[src/rtl/aig_xor_fanout_pipe_pkg.sv]
// ---------------------------------------------------------------------------
// aigf_pkg -- shared definitions for the aig_xor_fanout_pipe slice.
//
// Contents:
//   DEPTH_MAX / LANES_MAX   legal upper bounds for the pipeline parameters
//   aigf_payload_max_t      stage payload {pass, f} at the widest lane count.
//                           The top level declares the same layout sized to
//                           its own LANES.
//   aigf_params_ok()        range check used at elaboration by the top level
// ---------------------------------------------------------------------------
package aigf_pkg;

    localparam int DEPTH_MAX = 4;
    localparam int LANES_MAX = 32;

    typedef struct packed {
        logic [LANES_MAX-1:0] pass;
        logic [LANES_MAX-1:0] f;
    } aigf_payload_max_t;

    function automatic bit aigf_params_ok(input int lanes, input int depth,
                                          input int fanout, input int pass_fanout);
        return (lanes >= 1) && (lanes <= LANES_MAX) &&
               (depth >= 1) && (depth <= DEPTH_MAX) &&
               (fanout >= 1) && (pass_fanout >= 1);
    endfunction

endpackage

[src/rtl/aig_xor_fanout_pipe_if.sv]
// ---------------------------------------------------------------------------
// aig_xor_fanout_pipe_if -- valid/ready stream bundle for aig_xor_fanout_pipe.
//
// Signals:
//   in_valid/in_ready        input handshake
//   in_a, in_b, in_c         per-lane operands (LANES bits each)
//   in_pass                  per-lane pass-through bit
//   in_inv                   invert f for this beat
//   out_valid/out_ready      output handshake
//   out_f                    LANES*FANOUT replicated results
//   out_p                    LANES*PASS_FANOUT replicated pass-through bits
// Modports: master = stimulus source / response sink, slave = the pipeline.
// The parameters must match those of the aig_xor_fanout_pipe instance.
// ---------------------------------------------------------------------------
interface aig_xor_fanout_pipe_if #(
    parameter int LANES       = 1,
    parameter int FANOUT      = 12,
    parameter int PASS_FANOUT = 7
);
    logic                           in_valid;
    logic                           in_ready;
    logic [LANES-1:0]               in_a;
    logic [LANES-1:0]               in_b;
    logic [LANES-1:0]               in_c;
    logic [LANES-1:0]               in_pass;
    logic                           in_inv;
    logic                           out_valid;
    logic                           out_ready;
    logic [LANES*FANOUT-1:0]        out_f;
    logic [LANES*PASS_FANOUT-1:0]   out_p;

    modport master (
        output in_valid, in_a, in_b, in_c, in_pass, in_inv, out_ready,
        input  in_ready, out_valid, out_f, out_p
    );

    modport slave (
        input  in_valid, in_a, in_b, in_c, in_pass, in_inv, out_ready,
        output in_ready, out_valid, out_f, out_p
    );
endinterface

[src/rtl/aig_xor_fanout_pipe_stage.sv]
// ---------------------------------------------------------------------------
// aigf_stage -- one pipeline slot: a valid flag plus a W-bit payload.
//
// Ports:
//   clk, rst_n     clock, asynchronous active-low reset
//   up_valid_i     upstream slot (or the block input) holds a beat
//   up_data_i      upstream payload
//   dn_ready_i     downstream slot takes this slot's beat this cycle
//                  (already includes downstream bubble collapsing)
//   valid_o        this slot holds a beat
//   data_o         this slot's payload
// The slot loads whenever it is empty or is being emptied in the same cycle.
// ---------------------------------------------------------------------------
module aigf_stage #(
    parameter int W = 2
) (
    input  logic         clk,
    input  logic         rst_n,
    input  logic         up_valid_i,
    input  logic [W-1:0] up_data_i,
    input  logic         dn_ready_i,
    output logic         valid_o,
    output logic [W-1:0] data_o
);
    logic         valid_q, valid_d;
    logic [W-1:0] data_q,  data_d;
    logic         up_ready;

    assign up_ready = !valid_q || dn_ready_i;

    always_comb begin
        valid_d = valid_q;
        data_d  = data_q;
        if (up_valid_i && up_ready) begin
            valid_d = 1'b1;
            data_d  = up_data_i;
        end else if (dn_ready_i) begin
            // Payload is left in place; only the flag drops.
            valid_d = 1'b0;
        end
    end

    always_ff @(posedge clk or negedge rst_n) begin
        if (!rst_n) begin
            valid_q <= 1'b0;
            data_q  <= '0;
        end else begin
            valid_q <= valid_d;
            data_q  <= data_d;
        end
    end

    assign valid_o = valid_q;
    assign data_o  = data_q;
endmodule

[src/rtl/aig_xor_fanout_pipe.sv]
// ---------------------------------------------------------------------------
// aig_xor_fanout_pipe -- per lane f = c ^ (a & b) (optionally inverted),
// carried with a pass-through bit through a DEPTH-slot valid/ready pipeline
// and replicated onto FANOUT / PASS_FANOUT output bits.
//
// Ports:
//   clk, rst_n     clock, asynchronous active-low reset
//   bus            aig_xor_fanout_pipe_if.slave stream bundle
//   stats_clr      (AIGF_STATS_EN only) synchronous clear of xfer_cnt
//   xfer_cnt       (AIGF_STATS_EN only) saturating count of output transfers
// Optional feature macro: AIGF_STATS_EN.
// ---------------------------------------------------------------------------
module aig_xor_fanout_pipe
    import aigf_pkg::*;
#(
    parameter int LANES       = 1,
    parameter int FANOUT      = 12,
    parameter int PASS_FANOUT = 7,
    parameter int DEPTH       = 2
) (
    input  logic                    clk,
    input  logic                    rst_n,
    aig_xor_fanout_pipe_if.slave    bus
`ifdef AIGF_STATS_EN
    ,
    input  logic                    stats_clr,
    output logic [31:0]             xfer_cnt
`endif
);
    typedef struct packed {
        logic [LANES-1:0] pass;
        logic [LANES-1:0] f;
    } payload_t;

    localparam int W = $bits(payload_t);

    if (!aigf_params_ok(LANES, DEPTH, FANOUT, PASS_FANOUT)) begin : g_bad_params
        $error("aig_xor_fanout_pipe: parameter out of range");
    end

    payload_t         in_pl;
    payload_t         out_pl;
    logic [DEPTH:0]   stg_valid;       // [0] is the block input, [k+1] is slot k
    logic [W-1:0]     stg_data [DEPTH+1];
    logic [DEPTH-1:0] dn_ready;        // slot k hands its beat onward this cycle
    logic             in_ready_c;

    assign in_pl.f      = (bus.in_c ^ (bus.in_a & bus.in_b)) ^ {LANES{bus.in_inv}};
    assign in_pl.pass   = bus.in_pass;
    assign stg_valid[0] = bus.in_valid;
    assign stg_data[0]  = in_pl;

    // Ready ripples back from out_ready through the slot flags only, so
    // in_ready never depends on in_valid.
    always_comb begin
        logic rdy;
        rdy      = bus.out_ready;
        dn_ready = '0;
        for (int k = DEPTH - 1; k >= 0; k--) begin
            dn_ready[k] = rdy;
            rdy         = !stg_valid[k+1] || rdy;
        end
        in_ready_c = rdy;
    end

    for (genvar gi = 0; gi < DEPTH; gi++) begin : g_stage
        aigf_stage #(.W(W)) u_stage (
            .clk        (clk),
            .rst_n      (rst_n),
            .up_valid_i (stg_valid[gi]),
            .up_data_i  (stg_data[gi]),
            .dn_ready_i (dn_ready[gi]),
            .valid_o    (stg_valid[gi+1]),
            .data_o     (stg_data[gi+1])
        );
    end

    assign out_pl        = payload_t'(stg_data[DEPTH]);
    assign bus.in_ready  = in_ready_c;
    assign bus.out_valid = stg_valid[DEPTH];

    // Fanout is wiring only, straight off the last slot's register.
    for (genvar gi = 0; gi < LANES; gi++) begin : g_fanout
        assign bus.out_f[gi*FANOUT +: FANOUT]           = {FANOUT{out_pl.f[gi]}};
        assign bus.out_p[gi*PASS_FANOUT +: PASS_FANOUT] = {PASS_FANOUT{out_pl.pass[gi]}};
    end

`ifdef AIGF_STATS_EN
    logic [31:0] cnt_q, cnt_d;

    always_comb begin
        cnt_d = cnt_q;
        if (stats_clr)
            cnt_d = '0;
        else if (bus.out_valid && bus.out_ready && (cnt_q != 32'hFFFF_FFFF))
            cnt_d = cnt_q + 32'd1;
    end

    always_ff @(posedge clk or negedge rst_n) begin
        if (!rst_n) cnt_q <= '0;
        else        cnt_q <= cnt_d;
    end

    assign xfer_cnt = cnt_q;
`endif
endmodule

[src/flat_wrapper.sv]
// flat-port wrapper written by rule: the top's interface ports become plain ports
module aig_xor_fanout_pipe_flat import aigf_pkg::*;
#(
    parameter int LANES       = 1,
    parameter int FANOUT      = 12,
    parameter int PASS_FANOUT = 7,
    parameter int DEPTH       = 2
)
  (clk, rst_n, bus_in_valid, bus_in_a, bus_in_b, bus_in_c, bus_in_pass, bus_in_inv, bus_out_ready, bus_in_ready, bus_out_valid, bus_out_f, bus_out_p);
  aig_xor_fanout_pipe_if #(.LANES(LANES), .FANOUT(FANOUT), .PASS_FANOUT(PASS_FANOUT)) bus_i ();
  input  logic clk;
  input  logic rst_n;
  input wire logic [$bits(bus_i.in_valid)-1:0] bus_in_valid;
  input wire logic [$bits(bus_i.in_a)-1:0] bus_in_a;
  input wire logic [$bits(bus_i.in_b)-1:0] bus_in_b;
  input wire logic [$bits(bus_i.in_c)-1:0] bus_in_c;
  input wire logic [$bits(bus_i.in_pass)-1:0] bus_in_pass;
  input wire logic [$bits(bus_i.in_inv)-1:0] bus_in_inv;
  input wire logic [$bits(bus_i.out_ready)-1:0] bus_out_ready;
  output wire logic [$bits(bus_i.in_ready)-1:0] bus_in_ready;
  output wire logic [$bits(bus_i.out_valid)-1:0] bus_out_valid;
  output wire logic [$bits(bus_i.out_f)-1:0] bus_out_f;
  output wire logic [$bits(bus_i.out_p)-1:0] bus_out_p;
  assign bus_i.in_valid = bus_in_valid;
  assign bus_i.in_a = bus_in_a;
  assign bus_i.in_b = bus_in_b;
  assign bus_i.in_c = bus_in_c;
  assign bus_i.in_pass = bus_in_pass;
  assign bus_i.in_inv = bus_in_inv;
  assign bus_i.out_ready = bus_out_ready;
  assign bus_in_ready = bus_i.in_ready;
  assign bus_out_valid = bus_i.out_valid;
  assign bus_out_f = bus_i.out_f;
  assign bus_out_p = bus_i.out_p;
  aig_xor_fanout_pipe #(.LANES(LANES), .FANOUT(FANOUT), .PASS_FANOUT(PASS_FANOUT), .DEPTH(DEPTH)) u_core (.clk(clk), .rst_n(rst_n), .bus(bus_i));
endmodule
[config.mk]
export PLATFORM = sky130hd
export DESIGN_NAME = aig_xor_fanout_pipe_flat
export DESIGN_NICKNAME = d
export VERILOG_FILES = /design/src/rtl/aig_xor_fanout_pipe_pkg.sv /design/src/rtl/aig_xor_fanout_pipe_if.sv /design/src/rtl/aig_xor_fanout_pipe_stage.sv /design/src/rtl/aig_xor_fanout_pipe.sv /design/src/flat_wrapper.sv
export SDC_FILE = /design/constraint.sdc
export NUM_CORES = 1
export LEC_CHECK = 0
export CORE_AREA = 2 2 39 41
export DETAILED_ROUTE_END_ITERATION = 7
export DIE_AREA = 0 0 41 43
export GPL_TIMING_DRIVEN = 0
export PLACE_DENSITY = 0.7
export SYNTH_ARGS = -nofsm -noshare
export SYNTH_HDL_FRONTEND = slang
export SYNTH_SLANG_ARGS = --single-unit
[constraint.sdc]
create_clock -name clk -period 2.4 [get_ports clk]
set_input_delay 0.36 -clock clk [delete_from_list [all_inputs] [get_ports clk]]
set_output_delay 0.36 -clock clk [all_outputs]
set_load 0.05 [all_outputs]
==> results of run 1 <==
-- logic make-up (layout without fill, tap and decap cells) --
kind of cell / count (synthesis) / after routing / synth area share
buf+inv: 17 / 49 / 0.338
simple gates: 7 / 7 / 0.0993
flops: 6 / 6 / 0.397
mux: 4 / 4 / 0.119
xor+xnor: 2 / 2 / 0.0464
-- worst paths after layout --
| kind | startpoint | endpoint | cells after the start | slack, ps |
|---|---|---|---|---|
| max in group asynchronous | rst_n | u_core.g_stage[0].u_stage.data_o[0] | 1 | 1830 |
| min in group clk | u_core.g_stage[0].u_stage.valid_o | u_core.g_stage[1].u_stage.valid_o | 1 | 490 |
| worst max-delay path | bus_out_ready | bus_in_ready | 3 | 190 |
| worst max register to register | u_core.g_stage[1].u_stage.valid_o | u_core.g_stage[0].u_stage.data_o[1] | 3 | 1300 |
| worst min-delay path | rst_n | u_core.g_stage[1].u_stage.data_o[0] | 1 | 360 |
| worst min register to register | u_core.g_stage[0].u_stage.valid_o | u_core.g_stage[1].u_stage.valid_o | 1 | 490 |
-- per-layer routing --
layer  vias to the layer above  GRT usage  wire [µm]
met3                         0     0.0524         91
met2                        21      0.175        384
met5                         -          0          0
met1                       127      0.112        234
li1                        161          -          -
met4                         0     0.0600          0
-- through the flow --
stage | std cells | utilization | hold WS [ps] | power [mW] | setup WS, ps
2_1_floorplan | 36 | - | 64.4 | 0.712 | 530
3_3_place_gp | 81 | 0.497 | 470 | 0.934 | 258
3_5_place_dp | 81 | 0.497 | 487 | 0.941 | 221
4_1_cts | 84 | 0.514 | 366 | 1.03 | 173
5_1_grt | 84 | 0.514 | 385 | 1.07 | 153
6_report | 84 | 0.514 | 362 | 1.02 | 192
-- cells in the final DEF (no fill, tap or decap), drive strengths merged --
cell type / synthesis / layout
nand2b: 3 / 3
dfrtp: 6 / 6
xor2: 1 / 1
buf: 17 / 17
mux2: 4 / 4
clkbuf: 0 / 3
xnor2: 1 / 1
clkdlybuf4s50: 0 / 29
nand2: 3 / 3
nand3b: 1 / 1
-- layout make-up --
type                       instances  area (µm²)  area share
timing repair buffer              29         290       0.408
sequential                         6         150       0.211
buffer                            17         128       0.180
multi-input combinational         13         100       0.141
clock buffer                       3        22.5      0.0317
tap                               16        20.0      0.0282
-- registers in the layout, indices dropped and copies added (netlist names) --
register	count
u_core.g_stage.u_stage.data_o	4
u_core.g_stage.u_stage.valid_o	2
-- power groups by stage --
stage                     clock network (mW)  registers [mW]  logic (mW)
final                                 0.0897           0.153       0.780
after global routing                  0.0987           0.159       0.814
after CTS                             0.0932           0.154       0.786
after detailed placement                   0           0.155       0.786
after global placement                     0           0.154       0.780
after floorplan                            0           0.192       0.520
-- critical path, delay by kind of cell --
kind                   cells  cell delay [ps]
and+or+nand+nor            1              170
buffers and inverters      2             1320
==> reports/metrics.csv, run 1 <==
stage,metric,value,unit
outcome,outcome,"finished, final reports clean",
floorplanning,rows,14,
route,wl_per_cell,8.46,µm
sta,fmax,453,MHz
synth,ys_async_sr_fraction,1.00,
clocking,cts_buffer_depth,2,
clocking,post_cts_buffers,0,
synth,yosys-top-cells-count,"buf_4, dfrtp_1, mux2_2",
placement,dp.final_hpwl,609,µm
power_and_ir_drop,powerDensity,1440,nW/µm²
power_and_ir_drop,switchingPower,530,µW
worst_hold_path,hold_path_class,primary input to asynchronous set/reset pin,
synth,yosys-top-cells-area,"dfrtp_1, buf_4, mux2_2, nand2b_1, nand2_1",
route,vias,309,
placement,io_buffers,29,
floorplanning,core_area,1380,µm²
setup_path,critPathRequiredTime,2040,ps
clocking,cts_tree,yes,
floorplanning,die_w,41,µm
setup_path,crit_path_max_incr_delay,840,ps
power_and_ir_drop,switching_share,0.518,
clocking,ctsRootBufferMaster,clkbuf_4,
synth,yosysSeqAreaShare,0.397,
sta,setup_viol,0,
global_route,antenna_found_initial,0,
finish,final_nets,79,
setup_path,slowest_stage,clkdlybuf4s50_1,
route,first_iter_violations,3,
setup_path,cp-start-kind,primary input,
floorplanning,initial_utilization,0.273,
placement,place_congestion,0.602,
power_and_ir_drop,leakage,0.319,nW
finish,num-fill-cells,145,
clocking,clk_pin_slew,40,ps
global_route,grt_pass1_vias,293,
synth,synth_most_common_cell,buf_4,
power_and_ir_drop,p_seq_frac,0.149,
finish,antenna_cells,0,
finish,fin_area,711,µm²
setup_path,worstPathArrival,1850,ps
synth,ys.flop_type,dfrtp_1,
global_route,grt_first_pass_wirelength,1280,µm
power_and_ir_drop,p_int,493,µW
placement,place_area,688,µm²
clocking,cts.sink_count,6,
global_route,grt_usage,0.110,
synth,synthCells,36,
clocking,ctsResizeCount,0,
route,drc,0,
sta,min_period,2210,ps
sta,final.setup_skew,1.60,ps
synth,synth-edff-count,0,
sta,rsz0062_at_grt,false,
sta,tightestPinTransition,516,ps
power_and_ir_drop,max-vdd-ir-drop,0.501,mV
route,totalWireLength,711,µm
clocking,clk_latency,240,ps
sta,final_hold_viol_count,0,
power_and_ir_drop,clock_power_share,0.088,
floorplanning,dieArea,1760,µm²
floorplanning,io_pins,30,
synth,synth_seq_cells,6,
sta,maxSlewHeadroom,0.655,
power_and_ir_drop,p_comb_frac,0.763,
route,drtAntennaViolNets,0,
route,via_per_inst,3.68,
synth,ys_types,8,
synth,synth_top_cell_by_area,dfrtp_1,
setup_path,end_kind,primary output,
sta,fin_crit_sh,0.920,
job,maxCapViolations,0,
synth,ys_warn_count,0,
finish,area_growth,88.1,%
floorplanning,die_h,43,µm
synth,syn-num-nets,45,
setup_path,crit_chain,"clkdlybuf4s50_1, nand3b_1, clkdlybuf4s50_1",
clocking,hold_buffers,0,
synth,syn_area_per_cell,10.5,µm²
global_route,grt_max_degree,14,
setup_path,crit_type,primary input to primary output,
synth,synth_area,378,µm²
finish,drive_gt1_frac,0.353,
setup_path,cp_max_fo,3,
clocking,h-tree-depth,1,
global_route,overflow,0,
sta,maxSlewViolCount,0,
setup_path,path_common_cell,clkdlybuf4s50_1,
route,dr.pass1.iters,4,
clocking,cts_made_buffers,3,
sta,fin_setup_tns,0,ps
synth,synth_top_area_frac,0.397,
No activity file was read; power rests on OpenSTA's default activity.
==> inputs of run 2 (changes only) <==
--- a/config.mk
+++ b/config.mk
@@ -9,7 +9,7 @@
 export DETAILED_ROUTE_END_ITERATION = 7
 export DIE_AREA = 0 0 41 43
 export GPL_TIMING_DRIVEN = 0
-export PLACE_DENSITY = 0.7
+export PLACE_DENSITY_LB_ADDON = 0.15
 export SYNTH_ARGS = -nofsm -noshare
 export SYNTH_HDL_FRONTEND = slang
 export SYNTH_SLANG_ARGS = --single-unit
==> run 2 against run 1 <==
  * Register-to-register slack gained 30 ps
  * Critical path type unchanged
  * Clock-buffer cell count did not move
  * Cell count stayed put
  * Routed wire length down 10%
  * Worst setup slack improved by 61 ps
  * Highest routed layer unchanged
  * Core utilization unchanged
  * Largest cell class unchanged
==> reports/metrics.csv, run 2 (same netlist as run 1, synthesis figures left out) <==
stage,metric,value,unit,change
outcome,outcome,"finished, final reports clean",,
sta,rsz0062_at_grt,false,,
finish,fin_util,0.514,,unchanged
power_and_ir_drop,p_comb_frac,0.761,,-0.002
placement,dpl_worst_slack,255,ps,+34.2 ps
sta,min_period,2150,ps,-61.4 ps
sta,setup_viol,0,,unchanged
sta,maxSlewHeadroom,0.660,,+0.00576
finish,antenna_cells,0,,unchanged
route,drc,0,,unchanged
sta,final_hold_viol_count,0,,unchanged
sta,maxSlewViolCount,0,,unchanged
placement,place_congestion,0.681,,+13%
setup_path,path_common_cell,clkdlybuf4s50_1,,
route,wl_per_cell,7.60,µm,-10%
setup_path,crit_path_max_incr_delay,810,ps,-30 ps
setup_path,crit_type,primary input to primary output,,
sta,tightestPinTransition,508,ps,-8.61 ps
clocking,h-tree-depth,1,,unchanged
setup_path,crit_start,bus_out_ready,,
route,via_per_inst,3.60,,-2.3%
finish,drive_gt1_frac,0.353,,unchanged
sta,fin_crit_sh,0.895,,-0.0256
setup_path,rrSetupSlack,1330,ps,+30 ps
power_and_ir_drop,clock_power_share,0.088,,about the same
clocking,ctsResizeCount,0,,unchanged
floorplanning,core_area,1380,µm²,unchanged
floorplanning,io_pins,30,,unchanged
power_and_ir_drop,max-vdd-ir-drop,0.370,mV,-26%
placement,io_buffers,29,,unchanged
finish,final_nets,79,,unchanged
route,drtAntennaViolNets,0,,unchanged
setup_path,crit_chain,"clkdlybuf4s50_1, nand3b_1, clkdlybuf4s50_1",,
finish,num-fill-cells,140,,-3.4%
placement,place_inst,81,,unchanged
power_and_ir_drop,p_int,493,µW,about the same
clocking,cts_made_buffers,3,,unchanged
clocking,hold_buffers,0,,unchanged
sta,fmax,466,MHz,+2.9%
global_route,antenna_found_initial,0,,unchanged
global_route,grt_usage,0.0901,,-0.0202
clocking,ctsRootBufferMaster,clkbuf_4,,
finish,mostFrequentLayoutCell,clkdlybuf4s50_1,,
clocking,cts_tree,yes,,
finish,stdcell_count,84,,unchanged
clocking,clk_latency,240,ps,about the same
setup_path,critPathRequiredTime,2040,ps,about the same
finish,mostFrequentLayoutCells,"clkdlybuf4s50_1, buf_4, dfrtp_1",,
clocking,clk_pin_slew,40,ps,about the same
sta,setup_ws,253,ps,+61.4 ps
finish,largest_reg_flops,4,,unchanged
finish,area_growth,88.1,%,unchanged
route,vias,302,,-2.3%
floorplanning,die_h,43,µm,unchanged
global_route,overflow,0,,unchanged
setup_path,worstPathArrival,1790,ps,-60 ps
global_route,grt_max_degree,14,,unchanged
power_and_ir_drop,p_seq_frac,0.151,,+0.002
power_and_ir_drop,switchingPower,530,µW,about the same
setup_path,slowest_stage,clkdlybuf4s50_1,,
floorplanning,die_w,41,µm,unchanged
sta,fin_setup_tns,0,ps,unchanged
clocking,post_cts_buffers,0,,unchanged
placement,place_area,688,µm²,unchanged
setup_path,end_kind,primary output,,
floorplanning,rows,14,,unchanged
sta,final.setup_skew,0.689,ps,-0.913 ps
global_route,grt_pass1_vias,266,,-9.2%
route,totalWireLength,638,µm,-10%
setup_path,cp_max_fo,3,,unchanged
power_and_ir_drop,power.total,1.02,mW,about the same
global_route,grt_first_pass_wirelength,1040,µm,-18%
worst_hold_path,hold_path_class,primary input to asynchronous set/reset pin,,
route,dr.pass1.iters,3,,-1
power_and_ir_drop,powerDensity,1440,nW/µm²,about the same
clocking,cts.sink_count,6,,unchanged
sta,hold_ws,366,ps,+3.95 ps
finish,fin_area,711,µm²,unchanged
clocking,cts_buffer_depth,2,,unchanged
power_and_ir_drop,switching_share,0.518,,about the same
floorplanning,dieArea,1760,µm²,unchanged
power_and_ir_drop,leakage,0.319,nW,unchanged
setup_path,cp-start-kind,primary input,,
floorplanning,initial_utilization,0.273,,unchanged
setup_path,rr_startpoint,u_core.g_stage[1].u_stage.valid_o,,
route,first_iter_violations,2,,-1
job,maxCapViolations,0,,unchanged
[run 2: worst paths after layout]
check	to	depth (start not counted)
setup / recovery	bus_in_ready	3
hold / removal	u_core.g_stage[0].u_stage.data_o[0]	1
setup reg to reg	u_core.g_stage[0].u_stage.data_o[1]	3
hold reg to reg	u_core.g_stage[1].u_stage.valid_o	1
max in group asynchronous	u_core.g_stage[1].u_stage.valid_o	1
min in group clk	u_core.g_stage[1].u_stage.valid_o	1
[run 2: routing by layer]
layer,global-route usage,routed length [µm],vias up
li1,-,-,161
met1,0.102,249,117
met2,0.119,276,24
met3,0.0419,113,0
met4,0.0800,0,0
met5,0,0,-
[run 2: area by class of cell]
type,count,area (µm²),area share
Sequential cell,6,150,0.211
Buffer,17,128,0.180
Multi-Input combinational cell,13,100,0.141
Clock buffer,3,22.5,0.0317
Tap cell,16,20.0,0.0282
Timing Repair Buffer,29,290,0.408
[run 2: power groups by stage]
stage	clock [mW]	sequential, mW	combinational (mW)
3_3_place_gp	0	0.156	0.782
5_1_grt	0.104	0.162	0.814
6_report	0.0903	0.154	0.779
3_5_place_dp	0	0.157	0.784
2_1_floorplan	0	0.192	0.520
4_1_cts	0.0970	0.155	0.784
[run 2: critical path: cells and delay by family]
kind / cells / cell delay, ps
buf+inv: 2 / 1280
simple gates: 1 / 150
==> inputs of run 3 (changes only) <==
--- a/config.mk
+++ b/config.mk
@@ -5,9 +5,9 @@
 export SDC_FILE = /design/constraint.sdc
 export NUM_CORES = 1
 export LEC_CHECK = 0
-export CORE_AREA = 2 2 39 41
+export CORE_AREA = 3 3 40 42
 export DETAILED_ROUTE_END_ITERATION = 7
-export DIE_AREA = 0 0 41 43
+export DIE_AREA = 0 0 43 45
 export GPL_TIMING_DRIVEN = 0
 export PLACE_DENSITY_LB_ADDON = 0.15
 export SYNTH_ARGS = -nofsm -noshare
==> run 3 against run 2 <==
  * Non-clock buffer count did not move
  * Combinational power barely moved
  * Critical endpoint unchanged
  * Cell count is 1.2% lower
  * Design area decreased by 0.18%
  * Routed wire length up 0.31%
  * Clock skew about the same
  * Fmax about the same
  * Critical path depth is the same
  * Sequential power about the same
  * First-iteration DRC count decreased by 100%
  * Via count increased by 2.3%
  * Global-route usage down 2.2 points
  * Largest cell class unchanged
==> reports/metrics.csv, run 3 (same netlist as run 1, synthesis figures left out) <==
stage,metric,value,unit,change
outcome,outcome,"finished, final reports clean",,
global_route,grt_max_degree,14,,unchanged
global_route,grt_usage,0.0678,,-0.0223
sta,final.setup_skew,0.822,ps,+0.132 ps
clocking,cts_made_buffers,3,,unchanged
clocking,ctsRootBufferMaster,clkbuf_4,,
floorplanning,rows,13,,-1
power_and_ir_drop,leakage,0.319,nW,unchanged
global_route,grt_pass1_vias,243,,-8.6%
clocking,post_cts_buffers,0,,unchanged
sta,maxSlewViolCount,0,,unchanged
sta,fmax,466,MHz,about the same
setup_path,crit_type,primary input to primary output,,
setup_path,crit_chain,"clkdlybuf4s50_1, nand3b_1, clkdlybuf4s50_1",,
worst_hold_path,hold_path_class,primary input to asynchronous set/reset pin,,
sta,maxSlewHeadroom,0.664,,+0.00392
placement,place_inst,80,,-1.2%
clocking,cts_buffer_depth,2,,unchanged
job,maxCapViolations,0,,unchanged
sta,setup_viol,0,,unchanged
clocking,cts_tree,yes,,
route,vias,309,,+2.3%
global_route,grt_first_pass_wirelength,959,µm,-7.9%
setup_path,cp_max_fo,3,,unchanged
floorplanning,io_pins,30,,unchanged
route,dr.pass1.iters,1,,-2
setup_path,critPathRequiredTime,2040,ps,about the same
placement,place_congestion,0.652,,-4.2%
floorplanning,die_w,43,µm,+4.9%
finish,drive_gt1_frac,0.353,,unchanged
route,first_iter_violations,0,,-2
power_and_ir_drop,max-vdd-ir-drop,0.412,mV,+11%
clocking,ctsResizeCount,0,,unchanged
finish,final_nets,79,,unchanged
placement,place_area,687,µm²,-0.18%
placement,dpl_worst_slack,255,ps,+0.0190 ps
sta,fin_crit_sh,0.895,,about the same
power_and_ir_drop,powerDensity,1440,nW/µm²,about the same
floorplanning,die_h,45,µm,+4.7%
sta,setup_ws,253,ps,-0.436 ps
setup_path,worstPathArrival,1790,ps,about the same
floorplanning,initial_utilization,0.294,,+0.0210
clocking,h-tree-depth,1,,unchanged
sta,fin_setup_tns,0,ps,unchanged
finish,fin_area,709,µm²,-0.18%
setup_path,path_common_cell,clkdlybuf4s50_1,,
route,drc,0,,unchanged
setup_path,crit_path_max_incr_delay,820,ps,about the same
route,via_per_inst,3.72,,+3.6%
finish,mostFrequentLayoutCells,"clkdlybuf4s50_1, buf_4, dfrtp_1",,
finish,area_growth,87.7,%,
route,wl_per_cell,7.71,µm,+1.5%
floorplanning,core_area,1280,µm²,-7.1%
finish,largest_reg_flops,4,,unchanged
placement,io_buffers,29,,unchanged
global_route,overflow,0,,unchanged
finish,mostFrequentLayoutCell,clkdlybuf4s50_1,,
finish,stdcell_count,83,,-1.2%
route,totalWireLength,640,µm,+0.31%
setup_path,cp-start-kind,primary input,,
clocking,hold_buffers,0,,unchanged
finish,antenna_cells,0,,unchanged
route,drtAntennaViolNets,0,,unchanged
setup_path,end_kind,primary output,,
clocking,cts.sink_count,6,,unchanged
clocking,clk_latency,230,ps,about the same
sta,min_period,2150,ps,+0.436 ps
clocking,clk_pin_slew,40,ps,about the same
global_route,antenna_found_initial,0,,unchanged
floorplanning,dieArea,1940,µm²,+9.8%
sta,tightestPinTransition,502,ps,-5.86 ps
sta,rsz0062_at_grt,false,,
setup_path,slowest_stage,clkdlybuf4s50_1,,
sta,final_hold_viol_count,0,,unchanged
[run 3: cell counts in the layout (fill, tap and decap cells not counted)]
No cell type changed its count.
[run 3: metrics by stage]
stage | power (mW) | hold WS [ps] | utilization
5_1_grt | 1.07 | 363 | 0.552
2_1_floorplan | 0.712 | 64.4 | -
3_3_place_gp | 0.938 | 470 | 0.535
6_report | 1.02 | 364 | 0.552
4_1_cts | 1.03 | 363 | 0.552
3_5_place_dp | 0.940 | 473 | 0.535
[run 3: per-layer routing]
layer  vias to the layer above  GRT usage  part of all wire
met1                       121     0.0758              0.35
met5                         -          0                 0
met3                         2     0.0398              0.22
met4                         0     0.0542             0.013
met2                        24     0.0928              0.41
li1                        162          -                 -
[run 3: area by class of cell]
class / instances / area, µm²
fill: 136 / 576
timing repair buffer: 29 / 290
sequential: 6 / 150
buffer: 17 / 128
multi-input combinational: 13 / 100
clock buffer: 3 / 22.5
tap: 15 / 18.8
[run 3: critical path, delay by kind of cell]
kind	cells	cell delay (ps)
buf+inv	2	1280
simple gates	1	150
[run 3: where the power goes]
part           leakage, nW  total, mW  switching (mW)  internal (mW)
clock               0.0138     0.0896          0.0332         0.0564
sequential          0.0680      0.152          0.0312          0.121
combinational        0.237      0.779           0.464          0.315
[run 3: final timing paths]
kind                                                        start                                   to  slack (ps)  cells after the start
max in group asynchronous                                   rst_n    u_core.g_stage[1].u_stage.valid_o        1830                      1
worst max-delay path                                bus_out_ready                         bus_in_ready         250                      3
worst min register to register  u_core.g_stage[0].u_stage.valid_o    u_core.g_stage[1].u_stage.valid_o         480                      1
min in group clk                u_core.g_stage[0].u_stage.valid_o    u_core.g_stage[1].u_stage.valid_o         480                      1
worst max register to register  u_core.g_stage[1].u_stage.valid_o  u_core.g_stage[0].u_stage.data_o[1]        1340                      3
worst min-delay path                                        rst_n  u_core.g_stage[0].u_stage.data_o[0]         360                      1
